File: src/rtl/recorder_pkg.sv
// Shared types for the lab3 recorder sequencer.
package recorder_pkg;

    typedef enum logic [2:0] {
        IDLE   = 3'd1,
        PLAY   = 3'd2,
        RECORD = 3'd3,
        PAUSE  = 3'd4
    } state_t;

    typedef enum logic [1:0] {
        NORMAL = 2'd0,
        FAST   = 2'd1,
        SLOW   = 2'd2
    } spd_stat_t;

    localparam logic [3:0] SPD_MIN = 4'd2;

endpackage

File: src/rtl/recorder_ctrl_sec_tick_gen.sv
// Seconds tick: fractional accumulator toward CLK_HZ plus slow-mode divider.
module sec_tick_gen
    import recorder_pkg::*;
#(
    parameter int CLK_HZ = 12000000
) (
    input  logic       clk,
    input  logic       rst_n,
    input  logic       en,
    input  logic       clr,
    input  spd_stat_t  stat,
    input  logic [3:0] speed,
    output logic       tick
);

    localparam int AW = $clog2(CLK_HZ) + 4;
    localparam logic [AW-1:0] HZ = AW'(CLK_HZ);

    logic [AW-1:0] acc;
    logic [AW-1:0] inc;
    logic [AW-1:0] sum;
    logic [3:0]    div;
    logic          slot;

    always_comb begin
        // >= keeps the divider sane if speed drops mid-count
        slot = (div >= speed - 4'd1);
        case (stat)
            FAST:    inc = AW'(speed);
            SLOW:    inc = slot ? AW'(1) : '0;
            default: inc = AW'(1);
        endcase
        sum  = acc + inc;
        tick = en && !clr && (sum >= HZ);
    end

    always_ff @(posedge clk) begin
        if (!rst_n || clr) begin
            acc <= '0;
            div <= '0;
        end else if (en) begin
            acc <= tick ? sum - HZ : sum;
            div <= (stat == SLOW && !slot) ? div + 4'd1 : 4'd0;
        end else begin
            div <= '0;
        end
    end

endmodule

File: src/rtl/recorder_ctrl.sv
// Recorder sequencer: key pulses to state, elapsed timer and playback speed.
module recorder_ctrl
    import recorder_pkg::*;
#(
    parameter int CLK_HZ    = 12000000,
    parameter int MAX_SEC   = 31,
    parameter int MAX_SPEED = 8
) (
    input  logic       i_clk,
    input  logic       i_rst_n,
    input  logic       i_key_play,
    input  logic       i_key_rec,
    input  logic       i_key_pause,
    input  logic       i_key_stop,
    input  logic       i_key_up,
    input  logic       i_key_down,
    input  logic       i_mem_full,
    input  logic       i_play_end,
    output logic [2:0] o_state,
    output logic [4:0] o_timer,
    output logic [1:0] o_speed_stat,
    output logic [3:0] o_speed,
    output logic       o_rec_en,
    output logic       o_play_en,
    output logic [4:0] o_rec_len
);

    localparam logic [4:0] SEC_MAX = 5'(MAX_SEC);
    localparam logic [3:0] SPD_MAX = 4'(MAX_SPEED);

    state_t     state, nstate, resume, nresume;
    spd_stat_t  stat, nstat;
    logic [3:0] speed, nspeed;
    logic [4:0] timer, ntimer, tnext;
    logic [4:0] rec_len, nlen;
    logic       rec_en, play_en, tick;

    sec_tick_gen #(.CLK_HZ(CLK_HZ)) u_tick (
        .clk   (i_clk),
        .rst_n (i_rst_n),
        .en    (state == RECORD || state == PLAY),
        .clr   (state == IDLE),
        .stat  (stat),
        .speed (speed),
        .tick  (tick)
    );

    assign tnext = (timer == 5'd31) ? timer : timer + 5'd1;

    always_comb begin
        nstate  = state;
        nresume = resume;
        ntimer  = timer;
        nlen    = rec_len;
        unique case (state)
            IDLE: begin
                if (i_key_rec) begin
                    nstate = RECORD;
                    ntimer = '0;
                end else if (i_key_play && rec_len != 5'd0) begin
                    nstate = PLAY;
                    ntimer = '0;
                end
            end
            RECORD: begin
                if (i_key_stop || i_mem_full) begin
                    nstate = IDLE;
                    nlen   = timer;
                    ntimer = '0;
                end else if (i_key_pause) begin
                    nstate  = PAUSE;
                    nresume = RECORD;
                end else if (tick && tnext == SEC_MAX) begin
                    nstate = IDLE;
                    nlen   = SEC_MAX;
                    ntimer = '0;
                end else if (tick) begin
                    ntimer = tnext;
                end
            end
            PLAY: begin
                if (i_key_stop) begin
                    nstate = IDLE;
                    ntimer = '0;
                end else if (i_key_pause) begin
                    nstate  = PAUSE;
                    nresume = PLAY;
                end else if (i_play_end || (tick && tnext == rec_len)) begin
                    nstate = IDLE;
                    ntimer = '0;
                end else if (tick) begin
                    ntimer = tnext;
                end
            end
            PAUSE: begin
                if (i_key_stop) begin
                    nstate = IDLE;
                    ntimer = '0;
                    if (resume == RECORD) nlen = timer;
                end else if (i_key_pause || i_key_play) begin
                    nstate = resume;
                end
            end
            default: nstate = IDLE;
        endcase
    end

    always_comb begin
        nstat  = stat;
        nspeed = speed;
        if (i_key_up && !i_key_down) begin
            case (stat)
                NORMAL: begin nstat = FAST; nspeed = SPD_MIN; end
                FAST: if (speed < SPD_MAX) nspeed = speed + 4'd1;
                default: begin
                    if (speed <= SPD_MIN) begin
                        nstat  = NORMAL;
                        nspeed = 4'd1;
                    end else begin
                        nspeed = speed - 4'd1;
                    end
                end
            endcase
        end else if (i_key_down && !i_key_up) begin
            case (stat)
                NORMAL: begin nstat = SLOW; nspeed = SPD_MIN; end
                SLOW: if (speed < SPD_MAX) nspeed = speed + 4'd1;
                default: begin
                    if (speed <= SPD_MIN) begin
                        nstat  = NORMAL;
                        nspeed = 4'd1;
                    end else begin
                        nspeed = speed - 4'd1;
                    end
                end
            endcase
        end
    end

    always_ff @(posedge i_clk) begin
        if (!i_rst_n) begin
            state   <= IDLE;
            resume  <= IDLE;
            timer   <= '0;
            rec_len <= '0;
            stat    <= NORMAL;
            speed   <= 4'd1;
            rec_en  <= 1'b0;
            play_en <= 1'b0;
        end else begin
            state   <= nstate;
            resume  <= nresume;
            timer   <= ntimer;
            rec_len <= nlen;
            stat    <= nstat;
            speed   <= nspeed;
            rec_en  <= (nstate == RECORD);
            play_en <= (nstate == PLAY);
        end
    end

    assign o_state      = state;
    assign o_timer      = timer;
    assign o_speed_stat = stat;
    assign o_speed      = speed;
    assign o_rec_en     = rec_en;
    assign o_play_en    = play_en;
    assign o_rec_len    = rec_len;

endmodule
File: config.mk
export PLATFORM = sky130hd
export DESIGN_NAME = recorder_ctrl
export DESIGN_NICKNAME = d
export VERILOG_FILES = /design/src/rtl/recorder_pkg.sv /design/src/rtl/recorder_ctrl_sec_tick_gen.sv /design/src/rtl/recorder_ctrl.sv
export SDC_FILE = /design/constraint.sdc
export NUM_CORES = 1
export LEC_CHECK = 0
export ABC_AREA = 1
export ABC_CLOCK_PERIOD_IN_PS = 8000
export CAP_MARGIN = 30
export CORE_ASPECT_RATIO = 1.5
export CORE_UTILIZATION = 60
export CTS_BUF_LIST = sky130_fd_sc_hd__clkbuf_8
export DETAILED_ROUTE_END_ITERATION = 8
export PLACE_DENSITY_LB_ADDON = 0.25
export SLEW_MARGIN = 20
export SYNTH_ARGS = -nofsm -noshare
export SYNTH_HDL_FRONTEND = slang
export SYNTH_SLANG_ARGS = --single-unit
File: constraint.sdc
create_clock -name i_clk -period 8 [get_ports i_clk]
set_input_delay 1.6 -clock i_clk [delete_from_list [all_inputs] [get_ports i_clk]]
set_output_delay 1.6 -clock i_clk [all_outputs]
set_load 0.01 [all_outputs]
==> metrics.txt <==
status=completed; Clock Pin Slew Worst Setup and Hold Paths=around 0.10 ns; Root Driver=clkbuf_8; FP Rows=38; Cells on Worst Hold Path=2; cts hold-fix bufs=0; FILL cells=roughly 660; total CTS buffers=5; Setup violations, final=0; Synth area leaders=dfxtp_1, nand2_1, inv_1; setup_tns=0 ns; ant diodes=0; Critical Path Fanout Max=25; Synth async-reset ratio=0; DRT iter0 DRCs=323; leading cell type in the layout, fill and taps excluded=nand2_1; DRT Pass-1 Iters=5; DRC errors left=0; RePlAce Congestion=between 0.9 and 1; CP arrival=5.04 ns; Mapped Nets=781; Core Area=about 7300 um2; met1 Usage GRT=0.350; largest area contributor in the netlist=dfxtp_1; Synth top area share=0.242; Core Util, Final=0.694; Final #Nets=807; WHS=0.486 ns; Initial Util=0.626; CP peak stage delay=0.45 ns; Synth Cell Area=approximately 4600 um2; met3 Use GR=0.0407; CTS tree=built; crit path time final=4.78 ns; layout cells sized above 1=0.0719; reg-to-reg endpoint=o_timer[4]$_SDFFE_PN0P_; Fin Clk Skew=0.00987 ns; number of port buffers=30; die height=109 um; crit share post-route=0.597; first-pass GRT wire length=20100 um; sequential area share after synthesis=0.242; number of synthesized flops with an enable pin=0; Post-CTS Resized=0; detailed-route vias per instance=5.58; commonest non-fill, non-tap cells in the layout=nand2_1, inv_1, nor2_1, nand3_1, dfxtp_1; Critical Path Source Type=flip-flop; GR met2 Demand/Resource=0.602; slowest stage cell, crit path=fa_1; Synth Instances=752; Final Hold Fails=0; Final Power=between 900 and 1000 uW; reg2reg path depth=30; Tightest Pin Transition=a little over 0.8 ns; Layout area overhead=10.8%; relative max-transition margin=0.458; total wire length=12500 um; hold wc startpoint=u_tick.acc[27]$_SDFFE_PP0N_; grt ovf=0; GR peak layer=met2; unrepaired setup endpoints after global routing=false; fin. max-slew vios=0; R2R Path Start=o_speed[1]$_SDFFE_PN0P_; antenna violations before repair=0; Post-Place Cell Area=between 4000 and 5000 um2; number of clock sinks=55; R2R Setup Slk=between 3 and 4 ns; worst min-delay path category=reg -> reg; routed len/inst=approximately 14 um; critical path type=reg -> reg; Vias=between 4000 and 5000; largest net degree at the start of global routing=26; Pwr Density=198 nW/um2; Die ar.=between 7000 and 8000 um2; worst vdd ir=0.187 mV; Crit. End Element=flip-flop; H-tree depth=2; synthesized area per cell=6.06 um2; io pins=31; vias in the first global route=4444; post-route cell area=5050 um2; DRT antenna net count=0; Post-DP HPWL=9860 um; top_reg_cell synth=dfxtp_1; Pleak=between 0.002 and 0.0025 uW; total setup buffers inserted after CTS=0; Crit path required time=8.26 ns; number of synthesized register bits=55; Hold Path Sink=u_tick.acc[27]$_SDFFE_PP0N_; Worst-Skew Late Latency=0.33 ns; max_cap viols=0; Ys Warns=0; Clock Path Buffers=2; Yosys cell types=46; gr usage total=0.326; die span in x=about 73 um; Max Fclk=between 200 and 250 MHz
## power breakdown
group	internal (uW)	leakage (uW)	switching, uW
clock network	93.6	0.0000599	103
logic	158	0.00170	278
registers	316	0.000447	48.7
total	568	0.00220	429
## sequential cells by signal, summed over array words and instances (netlist names)
| signal | count |
|---|---|
| o_play_en | 1 |
| o_state | 3 |
| o_timer | 5 |
| u_tick.div | 4 |
| u_tick.acc | 28 |
| o_rec_en | 1 |
| resume | 2 |
| o_rec_len | 5 |
| o_speed_stat | 2 |
| o_speed | 4 |
## logic make-up after synthesis
logic type,synth area share
AND/OR/NAND/NOR,0.420
buffers and inverters,0.100
AO/OA/AOI/OAI,0.144
flip-flops,0.242
XOR/XNOR,0.0401
adder cells (fa/ha/maj),0.0538
## area by class of cell
class,count,area (um2),share of cell area
multi-input cells,578,3000,0.594
flip-flops and latches,55,1100,0.218
inverters,107,402,0.0796
repair buffers,31,308,0.0610
well taps,100,125,0.0248
clock buffers,5,68.8,0.0136
clock inverters,3,42.5,0.00843
## worst max-delay path, delay by kind of cell (launching register included)
family | cells | cell delay (ns)
and+or+nand+nor | 18 | 1.94
buffers and inverters | 4 | 0.34
xor gates and xnor gates | 2 | 0.52
DFF | 1 | 0.44
AOI/OAI and AO/OA | 2 | 0.26
adders and majority gates | 4 | 1.18
## Yosys cell counts, types with 5 or more instances
cell      number
o21ai_0       28
nor2_4         5
a31oi_1        9
nand3_2        5
nor2_1        95
nand3_1       55
nand2_1      214
a21oi_2        5
o21ai_1        7
xor2_1        16
nand4_1       12
dfxtp_1       55
inv_1         98
clkbuf_1       9
nor3_1        11
o211ai_1       5
inv_2          6
nand2_2       13
a21oi_1       41
ha_1          18
nand3b_1       5
## worst max-delay path by stage
stage / from / endpoint / slack, ns / cells after the start
after floorplan: o_speed[0]$_SDFFE_PN1P_ / u_tick.acc[17]$_SDFFE_PP0N_ / 3.82 / 29
after global placement: o_speed[1]$_SDFFE_PN0P_ / o_timer[4]$_SDFFE_PN0P_ / 3.58 / 30
after detailed placement: o_speed[0]$_SDFFE_PN1P_ / o_timer[3]$_SDFFE_PN0P_ / 3.34 / 31
after CTS: o_speed[0]$_SDFFE_PN1P_ / o_timer[3]$_SDFFE_PN0P_ / 3.28 / 31
after global routing: o_speed[0]$_SDFFE_PN1P_ / o_timer[3]$_SDFFE_PN0P_ / 2.68 / 31
final: o_speed[1]$_SDFFE_PN0P_ / o_timer[4]$_SDFFE_PN0P_ / 3.22 / 30
## per-layer routing
layer / part of all wire / up-vias
li1: - / 2481
met1: 0.39 / 2245
met2: 0.52 / 144
met3: 0.041 / 39
met4: 0.045 / 0
met5: 0 / -
## stage by stage
stage	std cells	setup slack, ns
2_1_floorplan	752	3.82
5_1_grt	879	2.68
3_3_place_gp	871	3.58
3_5_place_dp	871	3.34
4_1_cts	879	3.28
6_report	879	3.22
Note: power is estimated with default switching activity, not from simulation.
